==> src/rtl/cfi_ctrl_pkg.sv <==
// cfi_ctrl_pkg: op codes, window addresses, status bits and access descriptors for the cfi_ctrl command master
package cfi_ctrl_pkg;

    localparam logic [2:0] OP_READ32   = 3'd0;
    localparam logic [2:0] OP_PROG32   = 3'd1;
    localparam logic [2:0] OP_ERASE    = 3'd2;
    localparam logic [2:0] OP_CLRSTAT  = 3'd3;
    localparam logic [2:0] OP_IDENT16  = 3'd4;
    localparam logic [2:0] OP_QUERY16  = 3'd5;

    localparam logic [31:0] WIN_UNLOCK  = 32'h0400_0000;
    localparam logic [31:0] WIN_ERASE   = 32'h0800_0000;
    localparam logic [31:0] ADR_STATUS  = 32'h0c00_0004;
    localparam logic [31:0] ADR_CLRSTAT = 32'h0c00_0000;
    localparam logic [31:0] WIN_IDENT   = 32'h0e00_0000;
    localparam logic [31:0] WIN_QUERY   = 32'h0e01_0000;

    localparam int ST_READY     = 7;
    localparam int ST_ERASE_ERR = 5;
    localparam int ST_PROG_ERR  = 4;
    localparam int ST_VPP_ERR   = 3;
    localparam int ST_LOCK_ERR  = 1;

    typedef enum logic [2:0] {S_IDLE, S_ACCESS, S_GAP, S_POLL, S_RESP} state_t;
    typedef enum logic [1:0] {A_IDLE, A_ACCESS, A_GAP} acc_state_t;
    typedef enum logic [1:0] {K_DONE, K_ACC, K_WAIT} kind_t;

    typedef struct packed {
        kind_t       kind;
        logic [31:0] adr;
        logic [31:0] dat;
        logic [3:0]  sel;
        logic        we;
    } acc_t;

    localparam acc_t NO_ACC = '0;

    // Halfword access: word-aligned address, data replicated, lane chosen by a[1]
    function automatic acc_t acc16(input logic [31:0] a, input logic [15:0] d, input logic we);
        return '{kind: K_ACC, adr: {a[31:2], 2'b00}, dat: {d, d}, sel: a[1] ? 4'h3 : 4'hc, we: we};
    endfunction

    function automatic acc_t acc32(input logic [31:0] a, input logic [31:0] d, input logic we);
        return '{kind: K_ACC, adr: a, dat: d, sel: 4'hf, we: we};
    endfunction

    function automatic logic st_err(input logic [7:0] s);
        return s[ST_ERASE_ERR] | s[ST_PROG_ERR] | s[ST_VPP_ERR] | s[ST_LOCK_ERR];
    endfunction

endpackage

==> src/rtl/cfi_ctrl_wb_cmd_master_if.sv <==
// cfi_ctrl_wb_cmd_master_if: Wishbone classic bus between the command master and the cfi_ctrl slave
// adr/dat_w/sel/we/stb/cyc driven by master; dat_r/ack driven by slave.
interface cfi_ctrl_wb_cmd_master_if;
    logic [31:0] adr;
    logic [31:0] dat_w;
    logic [31:0] dat_r;
    logic [3:0]  sel;
    logic        we;
    logic        stb;
    logic        cyc;
    logic        ack;
    modport master (output adr, dat_w, sel, we, stb, cyc, input dat_r, ack);
    modport slave  (input adr, dat_w, sel, we, stb, cyc, output dat_r, ack);
endinterface

==> src/rtl/cfi_wbm_access.sv <==
// cfi_wbm_access: one Wishbone classic access per start, followed by a mandatory idle GAP cycle
// Ports: wb_clk_i/wb_rst_i clock and sync reset; start_i with adr_i/dat_i/sel_i/we_i launch an
// access (accepted when not mid-access); done_o pulses in the ack cycle with rdat_o valid; wb bus.
module cfi_wbm_access
    import cfi_ctrl_pkg::*;
(
    input  logic        wb_clk_i,
    input  logic        wb_rst_i,
    input  logic        start_i,
    input  logic [31:0] adr_i,
    input  logic [31:0] dat_i,
    input  logic [3:0]  sel_i,
    input  logic        we_i,
    output logic        done_o,
    output logic [31:0] rdat_o,
    cfi_ctrl_wb_cmd_master_if.master wb
);

    acc_state_t  st_q, st_d;
    logic [31:0] adr_q, dat_q;
    logic [3:0]  sel_q;
    logic        we_q;

    // The GAP state can take a new start directly, so back-to-back accesses get exactly one idle cycle
    always_comb begin
        st_d = st_q == A_ACCESS ? (wb.ack ? A_GAP : A_ACCESS) : (start_i ? A_ACCESS : A_IDLE);
    end

    always_ff @(posedge wb_clk_i) begin
        if (wb_rst_i) begin
            st_q  <= A_IDLE;
            adr_q <= '0;
            dat_q <= '0;
            sel_q <= '0;
            we_q  <= 1'b0;
        end else begin
            st_q <= st_d;
            if (start_i && st_q != A_ACCESS) begin
                adr_q <= adr_i;
                dat_q <= dat_i;
                sel_q <= sel_i;
                we_q  <= we_i;
            end
        end
    end

    assign wb.stb   = st_q == A_ACCESS;
    assign wb.cyc   = st_q == A_ACCESS;
    assign wb.adr   = adr_q;
    assign wb.dat_w = dat_q;
    assign wb.sel   = sel_q;
    assign wb.we    = we_q;
    assign done_o   = st_q == A_ACCESS && wb.ack;
    assign rdat_o   = wb.dat_r;

endmodule

==> src/rtl/cfi_ctrl_wb_cmd_master.sv <==
// cfi_ctrl_wb_cmd_master: expands high-level flash commands into cfi_ctrl Wishbone access sequences
// Ports: wb_clk_i/wb_rst_i clock and sync reset; cmd_* command handshake (ready only in IDLE);
// rsp_* one-cycle response strobe with held data/error; wbm Wishbone master bus.
module cfi_ctrl_wb_cmd_master
    import cfi_ctrl_pkg::*;
#(
    parameter int unsigned POLL_LIMIT  = 65535,
    parameter logic [31:0] BASE_UNLOCK = WIN_UNLOCK,
    parameter logic [31:0] BASE_ERASE  = WIN_ERASE,
    parameter logic [31:0] STATUS_ADR  = ADR_STATUS,
    parameter logic [31:0] CLRSTAT_ADR = ADR_CLRSTAT,
    parameter logic [31:0] BASE_IDENT  = WIN_IDENT,
    parameter logic [31:0] BASE_QUERY  = WIN_QUERY
) (
    input  logic        wb_clk_i,
    input  logic        wb_rst_i,
    input  logic        cmd_valid_i,
    output logic        cmd_ready_o,
    input  logic [2:0]  cmd_op_i,
    input  logic [31:0] cmd_adr_i,
    input  logic [31:0] cmd_dat_i,
    output logic        rsp_valid_o,
    output logic [31:0] rsp_dat_o,
    output logic        rsp_err_o,
    cfi_ctrl_wb_cmd_master_if.master wbm
);

    state_t      st_q, st_d;
    logic [2:0]  op_q, step_q;
    logic [31:0] adr_q, dat_q, poll_q, res_q, rdat, id_adr;
    logic        err_q, start, done, timeout;
    acc_t        acc, wait_acc;

    assign wait_acc = '{kind: K_WAIT, adr: STATUS_ADR, dat: 32'h0, sel: 4'hf, we: 1'b0};
    assign id_adr   = (op_q == OP_QUERY16 ? BASE_QUERY : BASE_IDENT) + {adr_q[30:0], 1'b0};
    assign timeout  = poll_q + 32'd1 >= POLL_LIMIT;

    // Access list of the current op, indexed by step; K_DONE marks the end of the list
    always_comb begin
        acc = NO_ACC;
        case (op_q)
            OP_READ32:  acc = step_q == 3'd0 ? acc32(adr_q, 32'h0, 1'b0) : NO_ACC;
            OP_PROG32:  acc = step_q == 3'd0 ? acc16(adr_q, dat_q[31:16], 1'b1)
                            : step_q == 3'd2 ? acc16(adr_q + 32'd2, dat_q[15:0], 1'b1)
                            : (step_q == 3'd1 || step_q == 3'd3) ? wait_acc : NO_ACC;
            OP_ERASE:   acc = step_q == 3'd0 ? acc32(BASE_UNLOCK + adr_q, 32'h0, 1'b1)
                            : step_q == 3'd1 ? acc32(BASE_ERASE + adr_q, 32'h0, 1'b1)
                            : step_q == 3'd2 ? wait_acc : NO_ACC;
            OP_CLRSTAT: acc = step_q == 3'd0 ? acc32(CLRSTAT_ADR, 32'h2, 1'b1) : NO_ACC;
            OP_IDENT16,
            OP_QUERY16: acc = step_q == 3'd0 ? acc16(id_adr, 16'h0, 1'b0) : NO_ACC;
            default:    acc = NO_ACC;
        endcase
    end

    always_comb begin
        st_d  = st_q;
        start = 1'b0;
        case (st_q)
            S_IDLE:   st_d = cmd_valid_i ? (cmd_op_i > OP_QUERY16 ? S_RESP : S_GAP) : S_IDLE;
            S_GAP: begin
                start = acc.kind != K_DONE;
                st_d  = acc.kind == K_DONE ? S_RESP : acc.kind == K_WAIT ? S_POLL : S_ACCESS;
            end
            S_ACCESS: st_d = done ? S_GAP : S_ACCESS;
            S_POLL:   st_d = !done ? S_POLL : (!rdat[ST_READY] && timeout) ? S_RESP : S_GAP;
            default:  st_d = S_IDLE;
        endcase
    end

    always_ff @(posedge wb_clk_i) begin
        if (wb_rst_i) begin
            st_q   <= S_IDLE;
            op_q   <= '0;
            adr_q  <= '0;
            dat_q  <= '0;
            step_q <= '0;
            poll_q <= '0;
            res_q  <= '0;
            err_q  <= 1'b0;
        end else begin
            st_q <= st_d;
            if (st_q == S_IDLE && cmd_valid_i) begin
                op_q   <= cmd_op_i;
                adr_q  <= cmd_adr_i;
                dat_q  <= cmd_dat_i;
                step_q <= '0;
                poll_q <= '0;
                res_q  <= '0;
                err_q  <= cmd_op_i > OP_QUERY16;
            end
            if (st_q == S_ACCESS && done) begin
                step_q <= step_q + 3'd1;
                poll_q <= '0;
                if (op_q == OP_READ32)
                    res_q <= rdat;
                else if (op_q == OP_IDENT16 || op_q == OP_QUERY16)
                    res_q <= {16'h0, id_adr[1] ? rdat[15:0] : rdat[31:16]};
            end
            // Every status read is kept so a timeout reports the last status seen
            if (st_q == S_POLL && done) begin
                res_q <= {24'h0, rdat[7:0]};
                if (rdat[ST_READY]) begin
                    step_q <= step_q + 3'd1;
                    poll_q <= '0;
                    err_q  <= err_q | st_err(rdat[7:0]);
                end else begin
                    poll_q <= poll_q + 32'd1;
                    if (timeout) err_q <= 1'b1;
                end
            end
        end
    end

    cfi_wbm_access u_access (
        .wb_clk_i (wb_clk_i),
        .wb_rst_i (wb_rst_i),
        .start_i  (start),
        .adr_i    (acc.adr),
        .dat_i    (acc.dat),
        .sel_i    (acc.sel),
        .we_i     (acc.we),
        .done_o   (done),
        .rdat_o   (rdat),
        .wb       (wbm)
    );

    assign cmd_ready_o = st_q == S_IDLE;
    assign rsp_valid_o = st_q == S_RESP;
    assign rsp_dat_o   = res_q;
    assign rsp_err_o   = err_q;

endmodule

==> src/flat_wrapper.sv <==
// flat-port wrapper written by rule: the top's interface ports become plain ports
module cfi_ctrl_wb_cmd_master_flat import cfi_ctrl_pkg::*;
#(
    parameter int unsigned POLL_LIMIT  = 65535,
    parameter logic [31:0] BASE_UNLOCK = WIN_UNLOCK,
    parameter logic [31:0] BASE_ERASE  = WIN_ERASE,
    parameter logic [31:0] STATUS_ADR  = ADR_STATUS,
    parameter logic [31:0] CLRSTAT_ADR = ADR_CLRSTAT,
    parameter logic [31:0] BASE_IDENT  = WIN_IDENT,
    parameter logic [31:0] BASE_QUERY  = WIN_QUERY
)
  (wb_clk_i, wb_rst_i, cmd_valid_i, cmd_ready_o, cmd_op_i, cmd_adr_i, cmd_dat_i, rsp_valid_o, rsp_dat_o, rsp_err_o, wbm_adr, wbm_dat_w, wbm_sel, wbm_we, wbm_stb, wbm_cyc, wbm_dat_r, wbm_ack);
  cfi_ctrl_wb_cmd_master_if wbm_i ();
  input  logic wb_clk_i;
  input  logic wb_rst_i;
  input  logic cmd_valid_i;
  output logic cmd_ready_o;
  input  logic [2:0] cmd_op_i;
  input  logic [31:0] cmd_adr_i;
  input  logic [31:0] cmd_dat_i;
  output logic rsp_valid_o;
  output logic [31:0] rsp_dat_o;
  output logic rsp_err_o;
  output wire logic [$bits(wbm_i.adr)-1:0] wbm_adr;
  output wire logic [$bits(wbm_i.dat_w)-1:0] wbm_dat_w;
  output wire logic [$bits(wbm_i.sel)-1:0] wbm_sel;
  output wire logic [$bits(wbm_i.we)-1:0] wbm_we;
  output wire logic [$bits(wbm_i.stb)-1:0] wbm_stb;
  output wire logic [$bits(wbm_i.cyc)-1:0] wbm_cyc;
  input wire logic [$bits(wbm_i.dat_r)-1:0] wbm_dat_r;
  input wire logic [$bits(wbm_i.ack)-1:0] wbm_ack;
  assign wbm_adr = wbm_i.adr;
  assign wbm_dat_w = wbm_i.dat_w;
  assign wbm_sel = wbm_i.sel;
  assign wbm_we = wbm_i.we;
  assign wbm_stb = wbm_i.stb;
  assign wbm_cyc = wbm_i.cyc;
  assign wbm_i.dat_r = wbm_dat_r;
  assign wbm_i.ack = wbm_ack;
  cfi_ctrl_wb_cmd_master #(.POLL_LIMIT(POLL_LIMIT), .BASE_UNLOCK(BASE_UNLOCK), .BASE_ERASE(BASE_ERASE), .STATUS_ADR(STATUS_ADR), .CLRSTAT_ADR(CLRSTAT_ADR), .BASE_IDENT(BASE_IDENT), .BASE_QUERY(BASE_QUERY)) u_core (.wb_clk_i(wb_clk_i), .wb_rst_i(wb_rst_i), .cmd_valid_i(cmd_valid_i), .cmd_ready_o(cmd_ready_o), .cmd_op_i(cmd_op_i), .cmd_adr_i(cmd_adr_i), .cmd_dat_i(cmd_dat_i), .rsp_valid_o(rsp_valid_o), .rsp_dat_o(rsp_dat_o), .rsp_err_o(rsp_err_o), .wbm(wbm_i));
endmodule
==> config.mk <==
export PLATFORM = sky130hd
export DESIGN_NAME = cfi_ctrl_wb_cmd_master_flat
export DESIGN_NICKNAME = d
export VERILOG_FILES = /design/src/rtl/cfi_ctrl_pkg.sv /design/src/rtl/cfi_ctrl_wb_cmd_master_if.sv /design/src/rtl/cfi_wbm_access.sv /design/src/rtl/cfi_ctrl_wb_cmd_master.sv /design/src/flat_wrapper.sv
export SDC_FILE = /design/constraint.sdc
export NUM_CORES = 1
export LEC_CHECK = 0
export BUFFER_PORTS_ARGS = -buffer_cell sky130_fd_sc_hd__buf_2
export CAP_MARGIN = 20
export CORE_MARGIN = 3
export CORE_UTILIZATION = 56
export CTS_CLUSTER_SIZE = 20
export DETAILED_ROUTE_END_ITERATION = 10
export GPL_TIMING_DRIVEN = 0
export PLACE_DENSITY = 0.81
export SLEW_MARGIN = 25
export SYNTH_ARGS = -nofsm -noshare
export SYNTH_HDL_FRONTEND = slang
export SYNTH_SLANG_ARGS = --single-unit
==> constraint.sdc <==
create_clock -name wb_clk_i -period 4.1 [get_ports wb_clk_i]
set_input_delay 0.41 -clock wb_clk_i [delete_from_list [all_inputs] [get_ports wb_clk_i]]
set_output_delay 0.41 -clock wb_clk_i [all_outputs]
set_load 0.01 [all_outputs]
# [Yosys cells after proc, flatten, opt, wreduce, memory -nomap -nowiden]
# Cells that the tools add are included.
[classes] bitwise=4 n_mux=44 reduce_logical=17 n_addsub=6 eq_ne=15 n_lt_le_gt_ge=2
[op_table] operator="71-bit two-way mux" count=6
[op_table] operator="71-bit one-hot mux with 5 select lines" count=1
[op_table] operator="32-bit two-way mux" count=8
[op_table] operator="70-bit two-way mux" count=3
[op_table] operator="27-bit by 32-bit adder with 32-bit output (first input constant)" count=1
[op_table] operator="28-bit by 32-bit adder with 32-bit output (first input constant)" count=1
[op_table] operator="32-bit by 1-bit adder with 32-bit output (second input constant)" count=1
[op_table] operator="32-bit by 2-bit adder with 32-bit output (second input constant)" count=1
[op_table] operator="32-bit adder" count=1
[op_table] operator="32-bit by 16-bit >= comparator with 1-bit output (second input constant)" count=1
[op_table] operator="3-bit two-way mux" count=9
[op_table] operator="3-bit by 2-bit equality test with 1-bit output (second input constant)" count=6
[op_table] operator="17-bit two-way mux" count=1
[op_table] operator="16-bit two-way mux" count=1
[op_table] operator="4-bit two-way mux" count=3
[op_table] operator="3-bit one-hot mux with 4 select lines" count=1
[op_table] operator="3-bit by 1-bit equality test with 1-bit output (second input constant)" count=3
[op_table] operator="3-bit equality test (second input constant)" count=3
[op_table] operator="3-bit logical NOT" count=3
[op_table] operator="2-bit two-way mux" count=4
[op_table] operator="8-bit two-way mux" count=1
[op_table] operator="1-bit logical AND" count=6
[op_table] operator="1-bit two-way mux" count=6
[op_table] operator="1-bit bitwise OR" count=4
[op_table] operator="other kinds (11)" count=13
[word_totals] input_bits=103 output_inout_bits=106 register_bits=209 elab_cells=102

# [Depth between registers and ports, before layout]
[logic_depth] ltp_word=10 depth_mapped=14 mapped_depth_nobuf=11

# [Modules after synthesis]
# From an unflattened synthesis, not the netlist that was laid out.
[hier_totals] hier_cells=1549 hier_area_um2=11918.9
[by_module_without_submodules] mod="cfi_ctrl_wb_cmd_master" seq_area_each_um2=2762.6 area_per_inst_um2=8421.8 cells_each=1209 instances=1
[by_module_without_submodules] mod="cfi_wbm_access" seq_area_each_um2=1421.4 area_per_inst_um2=3497.1 cells_each=340 instances=1

# [Least setup slack after synthesis]
# Ideal clock, no wire load.
[synth_path] path_kind="reg2reg" startpoint="register u_core.op_q[1]" endpoint="register u_core.u_access.adr_q[28], in the netlist u_core.u_access.wb.adr[28]" arrival_ns=2.589 period_less_slack_ns=2.721 n_path_buf=3 required_ns=3.968 stages_incl_launch_ff=15 path_slack_ns=1.379 setup_time_ns=0.132 cell_sequence="dfxtp_1 -> clkbuf_1 -> nand2b_1 -> clkbuf_1 -> clkbuf_1 -> nor2_1 -> ha_1 -> ha_1 -> and3_1 -> a31oi_1 -> xnor2_1 -> nand2_1 -> o221ai_1 -> a211oi_1 -> nor3_1"
[synth_between] elab_chain_len=6 word_cells_on_any_way=14 classes_between="add/sub (1); eq/ne (5); mux (4); reduce/logical (4)"
[synth_lines] item="start, declared" line="cfi_ctrl_wb_cmd_master.sv:29" rtl="logic [2:0] op_q, step_q;"
[synth_lines] item="start signal, assigned" line="cfi_ctrl_wb_cmd_master.sv:84" rtl="op_q <= cmd_op_i;"
[synth_lines] item="parallel branches: the longest is 2 deep, another holds 32-bit adder"
[synth_lines] item="71-bit one-hot mux with 5 select lines (*)" line="cfi_ctrl_wb_cmd_master.sv:41" rtl="case (op_q)"
[synth_lines] item="2-bit nonzero test" line="cfi_ctrl_wb_cmd_master.sv:62" rtl="start = acc.kind != K_DONE;"
[synth_lines] item="1-bit two-way mux" line="cfi_ctrl_wb_cmd_master.sv:59" rtl="case (st_q)"
[synth_lines] item="1-bit logical AND" line="cfi_wbm_access.sv:38" rtl="if (start_i && st_q != A_ACCESS) begin"
[synth_lines] item="end signal, assigned" line="cfi_wbm_access.sv:39" rtl="adr_q <= adr_i;"
[synth_lines] item="end, declared" line="cfi_wbm_access.sv:20" rtl="logic [31:0] adr_q, dat_q;"
# Mark *: on every way between the ends.
# A chain may end at the register's enable or synchronous reset.

# [Final worst setup path]
[layout_path] startpoint="register u_core.op_q[2]" endpoint="register u_core.u_access.adr_q[31], in the netlist u_core.u_access.wb.adr[31]"
# The elaborated chain is that of the path after synthesis.

==> impl_metrics.py <==
metrics = {
    "synthesis": {
        "synth_area_leaders": "dfxtp_1 37%, nand2_1 7.8%, a21oi_1 7.3%",
        "synth_seq_area_share_pct": 37.05,
        "yosysTopAreaCell": "dfxtp_1",
        "ys_ff_latch": 192,
        "yosys-top-cells-count": "216 x nand2_1, 192 x dfxtp_1, 152 x a21oi_1",
        "synthCells": 1374,
        "ys.flop_type": "dfxtp_1",
        "yosysUniqueCellTypes": 70,
        "synth_area_um2": 10370,
        "async_flop_share_pct": 0,
        "syn_nets": 1490,
        "synth_most_common_cell": "nand2_1",
        "ys_warn_count": 0,
        "yosysTopAreaCellShare_pct": 37.05,
        "synth_edf_count": 0,
        "postSynthAreaPerCell_um2": 7.551,
    },
    "worst_setup_path": {
        "start_kind": "flop",
        "worstPathRequired_ps": 4400,
        "arrival_ps": 4150,
        "crit_path_end_kind": "flop",
        "crit_fanout": 10,
        "crit_slowest_cell": "o31ai_1",
        "cp_slowest_stage_delay_ps": 550,
        "crit_top_cell": "clkbuf_1",
        "worst-setup-path-type": "reg2reg",
        "path_cells": "clkbuf_1 > nand2b_1 > clkbuf_1 > clkbuf_1 > nor2_1 > ha_1 > nand3_1 > o31ai_1 > a21oi_1 > nor2_1 > xnor2_1 > a221oi_1 > a211oi_1",
    },
    "route": {
        "dr.pass1.iters": 6,
        "dr_total_vias": 11490,
        "postRouteAntennaNets": 0,
        "via_per_inst": 6.236,
        "wire_per_inst_um": 18.83,
        "wirelength_um": 34680,
        "drtIter0Drc": 1386,
        "drc_errors": 0,
    },
    "clock_tree": {
        "clock_latency_ps": 450,
        "ctsHoldBuffers": 0,
        "cts_resized": 0,
        "path_clk_slew_ps": 80,
        "cts-root-buf": "clkbuf_16",
        "cts_buffers": 17,
        "cts_buffer_depth": 2,
        "tritoncts": "yes",
        "cts_num_sinks": 192,
        "cts_setup_buffers": 0,
        "htreeDepth": 4,
    },
    "floorplanning": {
        "start_util_pct": 57.36,
        "die_area_um2": 20200,
        "rows": 49,
        "die_h_um": 142.1,
        "core_um2": 18090,
        "die_x_um": 142.1,
        "io_pins": 209,
    },
    "global_route": {
        "grt_pass1_wl_um": 54940,
        "antenna_found_initial": 0,
        "grt_start_max_net_pins": 21,
        "grt_overflow": 0,
        "grt_pass1_vias": 10580,
        "grt_usage_pct": 33.61,
    },
    "min_path": {
        "hold_path.class": "in2reg",
    },
    "timing": {
        "setup_viol": 0,
        "rsz0062_at_grt": "false",
        "fin_ws_ps": 245.4,
        "min_period_over_period_pct": 94.01,
        "final.setup_skew_ps": 11.20,
        "holdWs_ps": 192.4,
        "hold_viol": 0,
        "worst_slew_pin_slew_ps": 862.2,
        "relSlewSlack_pct": 42.52,
        "max_freq_mhz": 259.4,
        "finalCriticalPeriod_ps": 3855,
        "drv_slew": 0,
        "tns_ps": 0,
    },
    "placed_design": {
        "dpl_worst_slack_ps": 416.0,
        "place.gp.congestion": 0.9943,
        "placed_cell_area_um2": 11700,
        "io_buffers": 207,
        "dp_hpwl_um": 24980,
    },
    "pwr": {
        "leakagePower_uw": 0.004846,
        "irDropWorstVdd_v": 0.0003294,
        "powerDensity_nw_per_um2": 367.2,
    },
    "finish": {
        "fillers": 1564,
        "fin_util_pct": 68.14,
        "drive_above_1_share_pct": 18.72,
        "nets": 1716,
        "area.growth.synth_to_final_pct": 18.79,
        "design_area_um2": 12320,
        "num_antenna_cells": 0,
    },
    "run": {
        "maxCapViolations": 0,
    },
    "outcome": {
        "status": "completed",
    },
}
[worst paths after layout]
path | start | endpoint | slack, ps | cells past startpoint
worst max register to register | u_core.op_q[2] | u_core.u_access.wb.adr[31] | 250 | 13
worst max-delay path | u_core.op_q[2] | u_core.u_access.wb.adr[31] | 250 | 13
worst min-delay path | cmd_adr_i[13] | u_core.adr_q[13] | 190 | 3
worst min register to register | u_core.dat_q[22] | u_core.dat_q[22] | 460 | 2
[worst max-delay path: cells and delay by family (launching register included)]
family	cells	cell delay [ps]
AO/OA/AOI/OAI	4	1160
flip-flops	1	480
AND/OR/NAND/NOR	4	740
buffers and inverters	3	1030
XOR/XNOR	1	80
adder cells (fa/ha/maj)	1	210
[power breakdown]
part | total [uW] | switching (uW) | internal (uW) | leakage, uW
Combinational | 759 | 507 | 252 | 0.00298
Sequential | 2020 | 68.3 | 1950 | 0.00156
Clock | 1750 | 861 | 885 | 0.000301
Total | 4530 | 1440 | 3090 | 0.00485
[layer usage]
layer	up-vias	GRT usage, %	share of wire, %
met5	-	0	0
met2	730	53.22	46
met3	86	6.485	11
met1	5324	44.94	40
met4	0	14.34	3.6
li1	5346	-	-
[metrics by stage]
stage               total power, uW  instances
finish                         4526       1842
global route                   4688       1842
CTS                            4505       1842
detailed placement             2795       1810
global placement               2781       1810
floorplan                      2509       1374
[state kept, by name, summed over array words and instances, names as in the netlist]
signal and cells:
u_core.u_access.st_q 2, u_core.op_q 3, u_core.rsp_err_o 1, u_core.u_access.wb.adr 32
u_core.rsp_dat_o 32, u_core.u_access.wb.dat_w 17, u_core.dat_q 32, u_core.step_q 3
u_core.u_access.wb.we 1, u_core.poll_q 32, u_core.st_q 3, u_core.adr_q 32
u_core.u_access.wb.sel 2
[final cells by class]
cell class | instances | area (um^2) | share of cell area (%)
flip-flops and latches | 192 | 3844 | 31.19
clock buffers | 17 | 425.4 | 3.452
repair buffers | 207 | 1036 | 8.406
plain buffers | 143 | 651.9 | 5.289
inverters | 14 | 52.55 | 0.4264
multi-input cells | 1025 | 5836 | 47.35
well taps | 229 | 286.5 | 2.325
clock inverters | 15 | 192.7 | 1.563
[logic make-up after synthesis]
logic type | count (synthesis) | synth area share, %
xor gates and xnor gates | 45 | 3.799
muxes | 8 | 0.7839
and+or+nand+nor | 589 | 27.09
DFF | 192 | 37.05
AOI/OAI and AO/OA | 370 | 22.93
adders and majority gates | 13 | 1.568
buffers and inverters | 157 | 6.790
[cell usage in the layout (no fill, tap or decap), types with 7 or more instances in the layout]
master	netlist	final
xor2_1	19	19
a211oi_1	26	26
buf_2	18	225
nand3_1	53	53
nor2b_1	8	8
a22oi_1	21	21
nand2b_1	12	12
a21oi_1	152	152
a22o_1	15	15
a31oi_1	17	17
nor2_1	144	144
nand4_1	21	21
or3_1	15	15
nor3_1	36	36
nand2_1	216	216
nor4_1	13	13
o21ai_0	55	55
nor3b_1	16	16
a311oi_1	15	15
dfxtp_1	192	192
and3_1	15	15
mux2i_1	7	7
o221ai_1	10	10
inv_1	14	14
ha_1	13	13
clkbuf_1	96	96
clkbuf_16	0	17
a222oi_1	17	17
buf_4	22	22
xnor2_1	26	26
Note: power is estimated with default switching activity, not from simulation.
